--- config.mk ---
export PLATFORM = sky130hd
export DESIGN_NAME = vga_driver_param_flat
export DESIGN_NICKNAME = d
export VERILOG_FILES = /design/src/rtl/vga_pkg.sv /design/src/rtl/vga_driver_param_if.sv /design/src/rtl/vga_timing_gen.sv /design/src/rtl/vga_driver_param.sv /design/src/flat_wrapper.sv
export SDC_FILE = /design/constraint.sdc
export NUM_CORES = 1
export LEC_CHECK = 0
export BUFFER_PORTS_ARGS = -buffer_cell sky130_fd_sc_hd__buf_4
export CAP_MARGIN = 20
export CORE_UTILIZATION = 50
export DETAILED_ROUTE_END_ITERATION = 8
export PLACE_DENSITY = 0.68
export SLEW_MARGIN = 0
export SYNTH_ARGS = -nofsm -noshare
export SYNTH_HDL_FRONTEND = slang
export SYNTH_SLANG_ARGS = --single-unit
--- constraint.sdc ---
create_clock -name sysclk -period 4.3 [get_ports sysclk]
set_clock_uncertainty 0.1 [all_clocks]
set_input_delay 0.86 -clock sysclk [delete_from_list [all_inputs] [get_ports sysclk]]
set_output_delay 0.86 -clock sysclk [all_outputs]
set_load 0.01 [all_outputs]
--- src/rtl/vga_pkg.sv ---
// rtl/vga_pkg.sv - shared mode type, default 640x480@60 timing and counter width helper
package vga_pkg;

  typedef enum logic {
    MODE_FILL = 1'b0,
    MODE_BOX  = 1'b1
  } mode_e;

  localparam int DEF_H_VIS  = 640;
  localparam int DEF_H_FP   = 16;
  localparam int DEF_H_SYNC = 96;
  localparam int DEF_H_BP   = 48;
  localparam int DEF_V_VIS  = 480;
  localparam int DEF_V_FP   = 10;
  localparam int DEF_V_SYNC = 2;
  localparam int DEF_V_BP   = 33;

  // Bits needed for a counter running 0..total-1, never narrower than one bit.
  function automatic int cnt_width(input int total);
    return (total > 1) ? $clog2(total) : 1;
  endfunction

endpackage

--- src/rtl/vga_driver_param_if.sv ---
// rtl/vga_driver_param_if.sv - VGA pixel/sync output bundle
interface vga_driver_param_if #(
  parameter int COLOR_BITS = 4
) ();
  logic [COLOR_BITS-1:0] VGA_R;
  logic [COLOR_BITS-1:0] VGA_G;
  logic [COLOR_BITS-1:0] VGA_B;
  logic                  VGA_HS;
  logic                  VGA_VS;
  logic                  frame_start;

  modport master (output VGA_R, VGA_G, VGA_B, VGA_HS, VGA_VS, frame_start);
  modport slave  (input  VGA_R, VGA_G, VGA_B, VGA_HS, VGA_VS, frame_start);
endinterface

--- src/rtl/vga_timing_gen.sv ---
// rtl/vga_timing_gen.sv - pixel tick divider, scan counters and sync/visible/frame-end decode
module vga_timing_gen import vga_pkg::*; #(
  parameter int CLK_DIV = 2,
  parameter int H_VIS   = DEF_H_VIS,
  parameter int H_FP    = DEF_H_FP,
  parameter int H_SYNC  = DEF_H_SYNC,
  parameter int H_BP    = DEF_H_BP,
  parameter int V_VIS   = DEF_V_VIS,
  parameter int V_FP    = DEF_V_FP,
  parameter int V_SYNC  = DEF_V_SYNC,
  parameter int V_BP    = DEF_V_BP,
  localparam int H_TOTAL = H_VIS + H_FP + H_SYNC + H_BP,
  localparam int V_TOTAL = V_VIS + V_FP + V_SYNC + V_BP,
  localparam int HW      = cnt_width(H_TOTAL),
  localparam int VW      = cnt_width(V_TOTAL)
) (
  input  logic          clk,
  input  logic          rst,
  output logic          o_tick,
  output logic [HW-1:0] o_h_cnt,
  output logic [VW-1:0] o_v_cnt,
  output logic          o_hs_act,
  output logic          o_vs_act,
  output logic          o_visible,
  output logic          o_frame_end
);

  localparam int DW = cnt_width(CLK_DIV);

  logic [DW-1:0] r_div;
  logic [HW-1:0] r_h_cnt;
  logic [VW-1:0] r_v_cnt;
  logic          w_tick;
  logic          w_h_last;
  logic          w_v_last;

  assign w_tick   = (r_div == DW'(CLK_DIV - 1));
  assign w_h_last = (r_h_cnt == HW'(H_TOTAL - 1));
  assign w_v_last = (r_v_cnt == VW'(V_TOTAL - 1));

  always_ff @(posedge clk or posedge rst) begin
    if (rst) begin
      r_div   <= '0;
      r_h_cnt <= '0;
      r_v_cnt <= '0;
    end else if (w_tick) begin
      r_div <= '0;
      if (w_h_last) begin
        r_h_cnt <= '0;
        r_v_cnt <= w_v_last ? '0 : r_v_cnt + VW'(1);
      end else begin
        r_h_cnt <= r_h_cnt + HW'(1);
      end
    end else begin
      r_div <= r_div + DW'(1);
    end
  end

  assign o_tick      = w_tick;
  assign o_h_cnt     = r_h_cnt;
  assign o_v_cnt     = r_v_cnt;
  assign o_hs_act    = (int'(r_h_cnt) >= H_VIS + H_FP) && (int'(r_h_cnt) < H_VIS + H_FP + H_SYNC);
  assign o_vs_act    = (int'(r_v_cnt) >= V_VIS + V_FP) && (int'(r_v_cnt) < V_VIS + V_FP + V_SYNC);
  assign o_visible   = (int'(r_h_cnt) < H_VIS) && (int'(r_v_cnt) < V_VIS);
  assign o_frame_end = w_tick && w_h_last && w_v_last;

endmodule

--- src/rtl/vga_driver_param.sv ---
// rtl/vga_driver_param.sv - VGA driver: button conditioning, pending/displayed state, pixel output
module vga_driver_param import vga_pkg::*; #(
  parameter int CLK_DIV    = 2,
  parameter int H_VIS      = DEF_H_VIS,
  parameter int H_FP       = DEF_H_FP,
  parameter int H_SYNC     = DEF_H_SYNC,
  parameter int H_BP       = DEF_H_BP,
  parameter int V_VIS      = DEF_V_VIS,
  parameter int V_FP       = DEF_V_FP,
  parameter int V_SYNC     = DEF_V_SYNC,
  parameter int V_BP       = DEF_V_BP,
  parameter bit SYNC_POL   = 1'b0,
  parameter int COLOR_BITS = 4,
  parameter int BOX_SIZE   = 32,
  parameter int STEP       = 8
) (
  input  logic                  sysclk,
  input  logic                  rst,
  input  logic                  change_button,
  input  logic                  set,
  input  logic [COLOR_BITS-1:0] R,
  input  logic [COLOR_BITS-1:0] G,
  input  logic [COLOR_BITS-1:0] B,
  input  logic                  East,
  input  logic                  West,
  input  logic                  North,
  input  logic                  South,
  vga_driver_param_if.master    vga
);

  localparam int H_TOTAL = H_VIS + H_FP + H_SYNC + H_BP;
  localparam int V_TOTAL = V_VIS + V_FP + V_SYNC + V_BP;
  localparam int HW      = cnt_width(H_TOTAL);
  localparam int VW      = cnt_width(V_TOTAL);
  localparam int XW      = cnt_width(H_VIS);
  localparam int YW      = cnt_width(V_VIS);
  localparam int CW      = 3 * COLOR_BITS;

  localparam logic [XW:0] X_MAX  = (XW+1)'(H_VIS - BOX_SIZE);
  localparam logic [XW:0] X_STEP = (XW+1)'(STEP);
  localparam logic [YW:0] Y_MAX  = (YW+1)'(V_VIS - BOX_SIZE);
  localparam logic [YW:0] Y_STEP = (YW+1)'(STEP);

  localparam int B_CHG = 5, B_SET = 4, B_E = 3, B_W = 2, B_N = 1, B_S = 0;

  logic          w_tick, w_hs_act, w_vs_act, w_visible, w_frame_end;
  logic [HW-1:0] w_h_cnt;
  logic [VW-1:0] w_v_cnt;

  vga_timing_gen #(
    .CLK_DIV (CLK_DIV),
    .H_VIS   (H_VIS), .H_FP (H_FP), .H_SYNC (H_SYNC), .H_BP (H_BP),
    .V_VIS   (V_VIS), .V_FP (V_FP), .V_SYNC (V_SYNC), .V_BP (V_BP)
  ) u_timing (
    .clk         (sysclk),
    .rst         (rst),
    .o_tick      (w_tick),
    .o_h_cnt     (w_h_cnt),
    .o_v_cnt     (w_v_cnt),
    .o_hs_act    (w_hs_act),
    .o_vs_act    (w_vs_act),
    .o_visible   (w_visible),
    .o_frame_end (w_frame_end)
  );

  logic [5:0] w_btn, r_sync1, r_sync2, r_prev, w_rise;

  assign w_btn  = {change_button, set, East, West, North, South};
  assign w_rise = r_sync2 & ~r_prev;

  always_ff @(posedge sysclk or posedge rst) begin
    if (rst) begin
      r_sync1 <= '0;
      r_sync2 <= '0;
      r_prev  <= '0;
    end else begin
      r_sync1 <= w_btn;
      r_sync2 <= r_sync1;
      r_prev  <= r_sync2;
    end
  end

  mode_e         r_pmode, r_dmode;
  logic [CW-1:0] r_pcol, r_dcol;
  logic [XW-1:0] r_px, r_dx, w_x_next;
  logic [YW-1:0] r_py, r_dy, w_y_next;
  logic [XW:0]   w_x_ext, w_x_up, w_x_dn;
  logic [YW:0]   w_y_ext, w_y_up, w_y_dn;

  // One guard bit on each side so saturation is decided before anything can wrap.
  assign w_x_ext = {1'b0, r_px};
  assign w_x_up  = w_x_ext + X_STEP;
  assign w_x_dn  = w_x_ext - X_STEP;
  assign w_y_ext = {1'b0, r_py};
  assign w_y_up  = w_y_ext + Y_STEP;
  assign w_y_dn  = w_y_ext - Y_STEP;

  always_comb begin
    w_x_next = r_px;
    if (w_rise[B_E] && !w_rise[B_W])
      w_x_next = (w_x_up > X_MAX) ? X_MAX[XW-1:0] : w_x_up[XW-1:0];
    else if (w_rise[B_W] && !w_rise[B_E])
      w_x_next = (w_x_ext < X_STEP) ? '0 : w_x_dn[XW-1:0];
  end

  always_comb begin
    w_y_next = r_py;
    if (w_rise[B_S] && !w_rise[B_N])
      w_y_next = (w_y_up > Y_MAX) ? Y_MAX[YW-1:0] : w_y_up[YW-1:0];
    else if (w_rise[B_N] && !w_rise[B_S])
      w_y_next = (w_y_ext < Y_STEP) ? '0 : w_y_dn[YW-1:0];
  end

  // Displayed state loads from the pre-edge pending values, so a press on the commit edge waits a frame.
  always_ff @(posedge sysclk or posedge rst) begin
    if (rst) begin
      r_pmode <= MODE_FILL;
      r_pcol  <= '0;
      r_px    <= '0;
      r_py    <= '0;
      r_dmode <= MODE_FILL;
      r_dcol  <= '0;
      r_dx    <= '0;
      r_dy    <= '0;
    end else begin
      if (w_rise[B_CHG])
        r_pmode <= (r_pmode == MODE_FILL) ? MODE_BOX : MODE_FILL;
      if (w_rise[B_SET])
        r_pcol <= {R, G, B};
      r_px <= w_x_next;
      r_py <= w_y_next;
      if (w_frame_end) begin
        r_dmode <= r_pmode;
        r_dcol  <= r_pcol;
        r_dx    <= r_px;
        r_dy    <= r_py;
      end
    end
  end

  logic          w_in_box;
  logic [CW-1:0] w_pix;

  assign w_in_box = (int'(w_h_cnt) >= int'(r_dx)) && (int'(w_h_cnt) < int'(r_dx) + BOX_SIZE) &&
                    (int'(w_v_cnt) >= int'(r_dy)) && (int'(w_v_cnt) < int'(r_dy) + BOX_SIZE);
  assign w_pix    = (w_visible && (r_dmode == MODE_FILL || w_in_box)) ? r_dcol : '0;

  logic [COLOR_BITS-1:0] r_vga_r, r_vga_g, r_vga_b;
  logic                  r_vga_hs, r_vga_vs, r_frame_start;

  always_ff @(posedge sysclk or posedge rst) begin
    if (rst) begin
      r_vga_r       <= '0;
      r_vga_g       <= '0;
      r_vga_b       <= '0;
      r_vga_hs      <= ~SYNC_POL;
      r_vga_vs      <= ~SYNC_POL;
      r_frame_start <= 1'b0;
    end else begin
      r_frame_start <= w_frame_end;
      if (w_tick) begin
        {r_vga_r, r_vga_g, r_vga_b} <= w_pix;
        r_vga_hs <= w_hs_act ? SYNC_POL : ~SYNC_POL;
        r_vga_vs <= w_vs_act ? SYNC_POL : ~SYNC_POL;
      end
    end
  end

  assign vga.VGA_R       = r_vga_r;
  assign vga.VGA_G       = r_vga_g;
  assign vga.VGA_B       = r_vga_b;
  assign vga.VGA_HS      = r_vga_hs;
  assign vga.VGA_VS      = r_vga_vs;
  assign vga.frame_start = r_frame_start;

endmodule

--- src/flat_wrapper.sv ---
// flat-port wrapper written by rule: the top's interface ports become plain ports
module vga_driver_param_flat import vga_pkg::*;
#(
  parameter int CLK_DIV    = 2,
  parameter int H_VIS      = DEF_H_VIS,
  parameter int H_FP       = DEF_H_FP,
  parameter int H_SYNC     = DEF_H_SYNC,
  parameter int H_BP       = DEF_H_BP,
  parameter int V_VIS      = DEF_V_VIS,
  parameter int V_FP       = DEF_V_FP,
  parameter int V_SYNC     = DEF_V_SYNC,
  parameter int V_BP       = DEF_V_BP,
  parameter bit SYNC_POL   = 1'b0,
  parameter int COLOR_BITS = 4,
  parameter int BOX_SIZE   = 32,
  parameter int STEP       = 8
)
  (sysclk, rst, change_button, set, R, G, B, East, West, North, South, vga_VGA_R, vga_VGA_G, vga_VGA_B, vga_VGA_HS, vga_VGA_VS, vga_frame_start);
  vga_driver_param_if #(.COLOR_BITS(COLOR_BITS)) vga_i ();
  input  logic sysclk;
  input  logic rst;
  input  logic change_button;
  input  logic set;
  input  logic [COLOR_BITS-1:0] R;
  input  logic [COLOR_BITS-1:0] G;
  input  logic [COLOR_BITS-1:0] B;
  input  logic East;
  input  logic West;
  input  logic North;
  input  logic South;
  output wire logic [$bits(vga_i.VGA_R)-1:0] vga_VGA_R;
  output wire logic [$bits(vga_i.VGA_G)-1:0] vga_VGA_G;
  output wire logic [$bits(vga_i.VGA_B)-1:0] vga_VGA_B;
  output wire logic [$bits(vga_i.VGA_HS)-1:0] vga_VGA_HS;
  output wire logic [$bits(vga_i.VGA_VS)-1:0] vga_VGA_VS;
  output wire logic [$bits(vga_i.frame_start)-1:0] vga_frame_start;
  assign vga_VGA_R = vga_i.VGA_R;
  assign vga_VGA_G = vga_i.VGA_G;
  assign vga_VGA_B = vga_i.VGA_B;
  assign vga_VGA_HS = vga_i.VGA_HS;
  assign vga_VGA_VS = vga_i.VGA_VS;
  assign vga_frame_start = vga_i.frame_start;
  vga_driver_param #(.CLK_DIV(CLK_DIV), .H_VIS(H_VIS), .H_FP(H_FP), .H_SYNC(H_SYNC), .H_BP(H_BP), .V_VIS(V_VIS), .V_FP(V_FP), .V_SYNC(V_SYNC), .V_BP(V_BP), .SYNC_POL(SYNC_POL), .COLOR_BITS(COLOR_BITS), .BOX_SIZE(BOX_SIZE), .STEP(STEP)) u_core (.sysclk(sysclk), .rst(rst), .change_button(change_button), .set(set), .R(R), .G(G), .B(B), .East(East), .West(West), .North(North), .South(South), .vga(vga_i));
endmodule
==> results.ini, run 1 <==
[routing]
firstDrtPassIters=5
initialDrtViolationCount=177
post_drt_via_cell_ratio=5.53
vias=3944
drt-total-wl_mm=10.2
ant_nets=0
drc=0
wl_per_cell_um=14.3

[global_routing]
antenna_found_initial=0
gr-total-overflow=0
grt_max_degree=84
grt_pass1_vias=3726
grt_pass1_wl_mm=17.5
grt_usage_pct=19.5

[pwr]
vdd_drop_max_uv=374
total_power_mw=2.46
static-leakage-power_nw=2.66
power_density_nw_per_um2=406

[cts]
numCtsBuffers=9
post_cts_buffers=0
cts_buffer_depth=2
clock_latency_ps=380
hold_buffers=0
cts_tree=built
cts_resized=0
cts.sinks=106
root_buffer=clkbuf_8
clk_transition_reported_paths_ps=100
h-tree-depth=3

[critical_path]
cp_slowest_stage_delay_ps=610
critPathArrivalTime_ps=2860
crit_type=register to register
cp-start-kind=register
required_ps=4460
path_cells=ha_1 > nand4_4 > nor4_4 > and2_1 > buf_4 > o21ai_0
cp_slowest_cell=and2_1
critPathMaxFanout=35
worst_setup_path_end_kind=register

[sta]
slew_violations=0
timing.final.ws_setup_ps=1600
period_needed_ps=2700
fin_crit_sh_pct=62.8
tightest_slew_ps=721
fin_setup_tns_ps=0
rsz0062_at_grt=no
max-slew-margin-rel_pct=51.7
setup_viol=0
fmax_mhz=370
hold_violations=0

[cells_and_area]
diodes=0
nFillCells=930
layout_commonest_cell=dfrtp_1
seqCellArea_um2=2660
layout_common_cells=dfrtp_1 (104), nand2_1 (49), inv_1 (47), o21ai_0 (47), buf_4 (39)
drive_gt1_share_pct=14.2
post-route-util_pct=57.9
nets=628
multi_input_comb_area_um2=2530
area_growth_pct=10.4
postLayoutCellArea_um2=6060

[floorplanning]
rows=37
io_pins=35
die_area_um2=11400
start_util_pct=52.5
core_um2=10500
die_width_um=107
die_h_um=107

[flow_run]
maxCapViolCount=0

[min_path]
holdCritPathClass=register to register

[place]
gp_congestion=0.868
dpl-instance-area_um2=5820
io_buffers=34
dpl.hpwl_mm=7.16
pre_cts_ws_ps=1610

[synth]
yosys_warnings=0
synth_async_sr_flop_share_pct=100
ys_ff_latch=106
ys_types=57
postSynthAreaPerCell_um2=10.0
netlist_area_um2=5490
postSynthCellCount=548
synth-seq-area-share_pct=48.4
syn-num-nets=604
synth-edff-count=0
synth_top_flop_cell=dfrtp_1

[run_status]
status=finished clean

critical path, delay by kind of cell, from the launching register on:
family                     cells  cell delay (ps)
buffers and inverters          1              420
adders and majority gates      1              230
AOI/OAI and AO/OA              1              120
and+or+nand+nor                3             1290
DFF                            1              420
synthesized netlist by cell type, drive strengths merged, types with 5 or more instances:
library cell | count | share of area, %
clkbuf | 14 | 0.96
xnor2 | 18 | 2.9
dfrtp | 104 | 47
xor2 | 6 | 0.96
or3 | 5 | 0.57
buf | 13 | 1.3
a21oi | 16 | 1.5
a31oi | 9 | 1.0
o21ai | 50 | 4.6
mux2 | 13 | 2.7
o2bb2ai | 12 | 1.9
nor2b | 6 | 0.68
nor3 | 13 | 1.4
nand2 | 50 | 3.5
inv | 48 | 3.3
nand2b | 9 | 1.0
nor2 | 27 | 1.8
o22ai | 6 | 0.80
nor4 | 6 | 1.5
nand3 | 23 | 2.1
ha | 36 | 8.2
nand4 | 10 | 1.4
stage by stage:
stage          hold WS (ps)  instances
2_1_floorplan           231        548
3_3_place_gp            232        694
3_5_place_dp            236        695
4_1_cts                 262        711
5_1_grt                 264        713
6_report                258        713
power by group:
group / total (mW) / internal [mW] / switching (mW)
logic: 0.560 / 0.262 / 0.298
registers: 1.27 / 1.08 / 0.183
clock network: 0.633 / 0.290 / 0.344
state kept, by name, summed over array words and instances (netlist names), 7 cells and up:
name	flops
u_core.u_timing.o_v_cnt	10
u_core.r_pcol	12
u_core.u_timing.o_h_cnt	10
u_core.r_px	7
u_core.r_dx	7
u_core.r_dcol	12
cells by family after synthesis:
family / after synthesis / synth area share (%)
AO/OA/AOI/OAI: 129 / 15.2
XOR/XNOR: 24 / 3.83
adder cells (fa/ha/maj): 36 / 8.21
buffers and inverters: 75 / 5.56
flip-flops: 106 / 48.4
multiplexers: 13 / 2.67
AND/OR/NAND/NOR: 165 / 16.2
final cells by class:
cell class	instances	share of cell area, %
clock inverters	5	1.01
inverters	48	3.01
repair buffers	40	5.29
multi-input cells	367	41.7
flip-flops and latches	106	43.8
clock buffers	11	2.33
well taps	136	2.81
metal layers:
metal | track usage (%) | vias up | share of wire [%]
li1 | - | 1968 | -
met1 | 27.1 | 1880 | 48
met2 | 29.4 | 85 | 46
met5 | 0 | - | 0
met4 | 6.75 | 0 | 1.3
met3 | 5.23 | 11 | 4.7
path summary, 6_finish.rpt:
path	from	endpoint	slack, ps	cells past startpoint
setup reg to reg	u_core.u_timing.o_h_cnt[0]$_DFFE_PP0P_	u_core.r_dx[9]$_DFFE_PP0P_	1600	6
hold / removal	u_core.r_sync1[2]$_DFF_PP0_	u_core.r_sync2[2]$_DFF_PP0_	260	0
hold reg to reg	u_core.r_sync1[2]$_DFF_PP0_	u_core.r_sync2[2]$_DFF_PP0_	260	0
min in group asynchronous	rst	u_core.r_pcol[11]$_DFFE_PP0P_	300	2
max in group asynchronous	rst	u_core.u_timing.o_v_cnt[0]$_DFFE_PP0P_	2990	4
setup / recovery	u_core.u_timing.o_h_cnt[0]$_DFFE_PP0P_	u_core.r_dx[9]$_DFFE_PP0P_	1600	6
Note: power is estimated with default switching activity, not from simulation.
==> run 2: changes to the inputs <==
- clock period: 4.3 -> 2.8 ns (I/O delays scaled with it)
==> results.ini, run 2 (synthesis gave the netlist of run 1 again) <==
[run_status]
status=finished clean

[floorplanning]
die_h_um=107
core_um2=10500
die_area_um2=11400
die_width_um=107
io_pins=35
rows=37
start_util_pct=52.5

[min_path]
holdPathEnd=u_core.r_sync1[0]$_DFF_PP0_
hold_path_depth=1
min-delay-start=South
holdCritPathClass=input pin to register

[cells_and_area]
layout_commonest_cell=dfrtp_1
area_growth_pct=10.8
drive_gt1_share_pct=14.6
reg.largest.list=u_core.r_dcol: 12 flops, u_core.r_pcol: 12 flops
diodes=0
postLayoutCellArea_um2=6080
nets=628
layout_common_cells=dfrtp_1 (104), nand2_1 (49), inv_1 (47), o21ai_0 (47), buf_4 (39)
stdcell_count=712

[routing]
drc=0
drt-total-wl_mm=10.6
firstDrtPassIters=4
post_drt_via_cell_ratio=5.61
initialDrtViolationCount=181
ant_nets=0
vias=3995
wl_per_cell_um=14.8

[pwr]
vdd_drop_max_uv=365
power_density_nw_per_um2=625
p_int_mw=2.51
static-leakage-power_nw=2.65
seqPwrFrac_pct=51.1
switchingPower_mw=1.29
p_comb_share_pct=22.3
sw_frac_of_total_pct=33.9
total_power_mw=3.80
clkPwrFrac_pct=26.6

[sta]
period_needed_ps=2490
tightest_slew_ps=651
slew_violations=0
setup_viol=0
hold_violations=0
fin_crit_sh_pct=89.0
fin_setup_tns_ps=0
fmax_mhz=401
rsz0062_at_grt=no
max-slew-margin-rel_pct=56.4

[cts]
cts_tree=built
numCtsBuffers=9
cts.sinks=106
cts_buffer_depth=2
clock_latency_ps=390
h-tree-depth=3
root_buffer=clkbuf_8
clk_transition_reported_paths_ps=100
hold_buffers=0

[critical_path]
worst_setup_path_end_kind=register
reg2reg_depth=7
path_cells=ha_1 > and3_1 > nand3_1 > nor3_1 > o22ai_2 > a211o_1 > o311ai_1
critPathMaxFanout=10
reg2reg_to=u_core.r_px[9]$_DFFE_PP0P_
cp-start-kind=register
crit_type=register to register
critPathArrivalTime_ps=2680
cp_slowest_stage_delay_ps=570
cp_slowest_cell=dfrtp_1
r2r_slack_ps=310
required_ps=2980
rr_startpoint=u_core.r_px[4]$_DFFE_PP0P_

[flow_run]
maxCapViolCount=0

[global_routing]
grt_usage_pct=20.5
grt_pass1_vias=3850
antenna_found_initial=0
grt_pass1_wl_mm=18.4
gr-total-overflow=0
grt_max_degree=107

[place]
dpl-instance-area_um2=5850
gp_congestion=0.834
numPlacedInstances=697
dpl.hpwl_mm=7.25
io_buffers=34

[run 2: worst max path at each step]
| stage | start | cells after the start | to | slack (ps) |
|---|---|---|---|---|
| after floorplan | u_core.r_dx[5]$_DFFE_PP0P_ | 10 | u_core.vga.VGA_B[0]$_DFFE_PP0P_ | 590 |
| after global placement | u_core.r_dx[5]$_DFFE_PP0P_ | 10 | u_core.vga.VGA_R[2]$_DFFE_PP0P_ | 90 |
| after detailed placement | u_core.r_dx[5]$_DFFE_PP0P_ | 10 | u_core.vga.VGA_G[2]$_DFFE_PP0P_ | -170 |
| after CTS | u_core.r_dx[5]$_DFFE_PP0P_ | 10 | u_core.vga.VGA_G[1]$_DFFE_PP0P_ | 130 |
| after global routing | u_core.r_dx[5]$_DFFE_PP0P_ | 9 | u_core.vga.VGA_G[1]$_DFFE_PP0P_ | 130 |
| final | u_core.r_px[4]$_DFFE_PP0P_ | 7 | u_core.r_px[9]$_DFFE_PP0P_ | 310 |
[run 2: power by group through the flow]
stage	clock [mW]	sequential, mW	combinational (mW)
after floorplan	0	1.74	0.892
after global placement	0	1.96	0.823
after detailed placement	0	1.97	0.841
after CTS	1.05	1.94	0.844
after global routing	1.10	1.98	0.950
final	1.01	1.94	0.846
[run 2: cell type report]
class	instances	area [um2]
inverter	48	184
clock buffer	10	138
multi-input combinational	367	2550
sequential	106	2660
clock inverter	5	70.1
fill	940	4380
timing repair buffer	40	313
tap	136	170
[run 2: worst max-delay path: cells and delay by family (launching register included)]
kind	cells	cell delay, ps
compound gates	3	610
fa+ha+maj	1	350
flops	1	570
simple gates	3	760
[run 2: per-stage QoR]
stage	setup WS [ps]	utilization [%]	hold slack, ps
6_report	307	58.1	170
5_1_grt	126	58.1	135
4_1_cts	130	58.0	146
3_5_place_dp	-166	55.9	237
3_3_place_gp	90.8	55.9	232
2_1_floorplan	593	-	231
[run 2: routing by layer]
metal | part of all wire (%) | GRT usage [%] | routed length, um
met3 | 3.6 | 5.47 | 381
met5 | 0 | 0 | 0
met1 | 48 | 28.0 | 5110
met2 | 47 | 32.3 | 4970
met4 | 1.1 | 5.58 | 117
[run 2: what timing repair did]
action | in CTS | in global routing
buffers inserted | 0 | 0
pin swaps | 0 | 0
resized for setup | 1 | 2
setup endpoints to repair | 12 | 12
==> run 3: changes to the inputs <==
- GPL_TIMING_DRIVEN: unset -> 0
- SETUP_SLACK_MARGIN: unset -> 0.5
==> results.ini, run 3 (synthesis gave the netlist of run 1 again) <==
[cells_and_area]
postLayoutCellArea_um2=6460
nets=661
area_growth_pct=17.7
reg.largest.list=u_core.r_dcol: 12 flops, u_core.r_pcol: 12 flops
layout_common_cells=dfrtp_1 (104), nand2_1 (49), o21ai_0 (47)
diodes=0
drive_gt1_share_pct=20.7
nFillCells=857
layout_commonest_cell=dfrtp_1

[routing]
wl_per_cell_um=15.4
ant_nets=0
drc=0
post_drt_via_cell_ratio=5.65
initialDrtViolationCount=226
drt-total-wl_mm=11.5
firstDrtPassIters=5
vias=4212

[place]
dpl-instance-area_um2=5990
gp_congestion=0.897
dpl.hpwl_mm=8.00
io_buffers=34

[sta]
fmax_mhz=409
rsz0062_at_grt=yes
period_needed_ps=2450
slew_violations=0
fin_crit_sh_pct=87.4
max-slew-margin-rel_pct=42.8
tightest_slew_ps=858
setup_viol=0
fin_setup_tns_ps=0
hold_violations=0

[floorplanning]
start_util_pct=52.5
io_pins=35
core_um2=10500
die_area_um2=11400
die_h_um=107
rows=37
die_width_um=107

[flow_run]
maxCapViolCount=0

[cts]
numCtsBuffers=9
hold_buffers=0
h-tree-depth=3
cts_tree=built
root_buffer=clkbuf_8
cts.sinks=106
clock_latency_ps=390
clk_transition_reported_paths_ps=110
cts_buffer_depth=2

[global_routing]
gr-total-overflow=0
grt_pass1_vias=4077
grt_pass1_wl_mm=19.5
grt_usage_pct=22.0
grt_max_degree=38
antenna_found_initial=0

[critical_path]
worst_setup_path_end_kind=register
reg2reg_depth=11
r2r_slack_ps=350
required_ps=3020
reg2reg_to=u_core.vga.VGA_R[1]$_DFFE_PP0P_
critPathArrivalTime_ps=2670
critPathMaxFanout=5
crit_type=register to register
cp-startpoint=u_core.r_dx[5]$_DFFE_PP0P_
cp-start-kind=register
path_buf_inv=2
cp_slowest_stage_delay_ps=410
cp_slowest_cell=dfrtp_1
rr_startpoint=u_core.r_dx[5]$_DFFE_PP0P_
crit_cells=11
cp_top_family=compound AO/OA/AOI/OAI gates
path_cells=buf_4 > nand3_1 > xnor2_1 > ha_1 > o21a_1 > o22ai_2 > a31oi_1 > a311oi_1 > a31oi_2 > buf_6 > o2bb2ai_2

[pwr]
sw_frac_of_total_pct=34.6
total_power_mw=3.91
power_density_nw_per_um2=605
static-leakage-power_nw=2.84
clkPwrFrac_pct=24.2
seqPwrFrac_pct=44.5
p_int_mw=2.56
vdd_drop_max_uv=547
p_comb_share_pct=31.3
switchingPower_mw=1.35

[run_status]
status=finished clean

[min_path]
holdCritPathClass=input pin to async pin

## run 3: cell count changes in the layout (fill, tap and decap cells not counted), moves of 2 or more
| cell | before | now |
|---|---|---|
| o2bb2ai_2 | 0 | 9 |
| ha_1 | 36 | 34 |
| buf_2 | 0 | 8 |
| o2bb2ai_4 | 0 | 3 |
| clkbuf_1 | 0 | 13 |
| o2bb2ai_1 | 12 | 0 |
| buf_4 | 39 | 46 |
| ha_4 | 0 | 2 |
| buf_6 | 0 | 3 |
## run 3: layout make-up
class | count | area (um2) | share of cell area [%]
multi-input cells | 367 | 2720 | 42.1
inverters | 48 | 184 | 2.85
plain buffers | 27 | 145 | 2.25
clock inverters | 4 | 40.0 | 0.620
repair buffers | 46 | 394 | 6.10
flip-flops and latches | 106 | 2660 | 41.1
clock buffers | 12 | 155 | 2.40
well taps | 136 | 170 | 2.63
## run 3: power by group through the flow
| stage | logic [mW] | registers (mW) | clock network [mW] |
|---|---|---|---|
| 6_report | 1.22 | 1.74 | 0.947 |
| 5_1_grt | 1.36 | 1.76 | 1.04 |
| 4_1_cts | 1.14 | 1.74 | 0.989 |
| 3_5_place_dp | 1.12 | 1.77 | 0 |
| 2_1_floorplan | 0.892 | 1.74 | 0 |
| 3_3_place_gp | 1.09 | 1.76 | 0 |
## run 3: timing repair
item | CTS | global route
cloned | 1 | 0
setup buffers | 6 | 2
pin swaps | 6 | 22
setup endpoints to repair | 39 | 41
resized for setup | 20 | 21
## run 3: how the worst max path moves through the flow
| stage | slack, ps | endpoint |
|---|---|---|
| finish | 350 | u_core.vga.VGA_R[1]$_DFFE_PP0P_ |
| global route | 250 | u_core.vga.VGA_B[0]$_DFFE_PP0P_ |
| global placement | 230 | u_core.r_py[5]$_DFFE_PP0P_ |
| detailed placement | 180 | u_core.vga.VGA_R[1]$_DFFE_PP0P_ |
| floorplan | 590 | u_core.vga.VGA_B[0]$_DFFE_PP0P_ |
| CTS | 260 | u_core.vga.VGA_G[1]$_DFFE_PP0P_ |
## run 3: layer usage
layer	GRT usage (%)	routed length, um	vias up
met2	35.9	5590	102
met1	28.8	5310	2063
met3	5.90	494	12
met5	0	0	-
li1	-	-	2035
met4	6.26	134	0
## run 3: stage by stage
step / utilization [%] / hold slack [ps] / worst slack (ps) / std cells
2_1_floorplan: - / 231 / 593 / 548
3_3_place_gp: 56.6 / 232 / 228 / 718
3_5_place_dp: 57.2 / 236 / 177 / 721
4_1_cts: 60.4 / 55.5 / 263 / 744
5_1_grt: 61.8 / 63.3 / 250 / 746
6_report: 61.8 / 68.2 / 352 / 746
## run 3: worst reg2reg max path, stage by stage (launching register included)
cell and delay, ps:
dfrtp_1 410, buf_4 160, nand3_1 100, xnor2_1 140, ha_1 270, o21a_1 180, o22ai_2 150, a31oi_1 60
a311oi_1 290, a31oi_2 220, buf_6 200, o2bb2ai_2 110
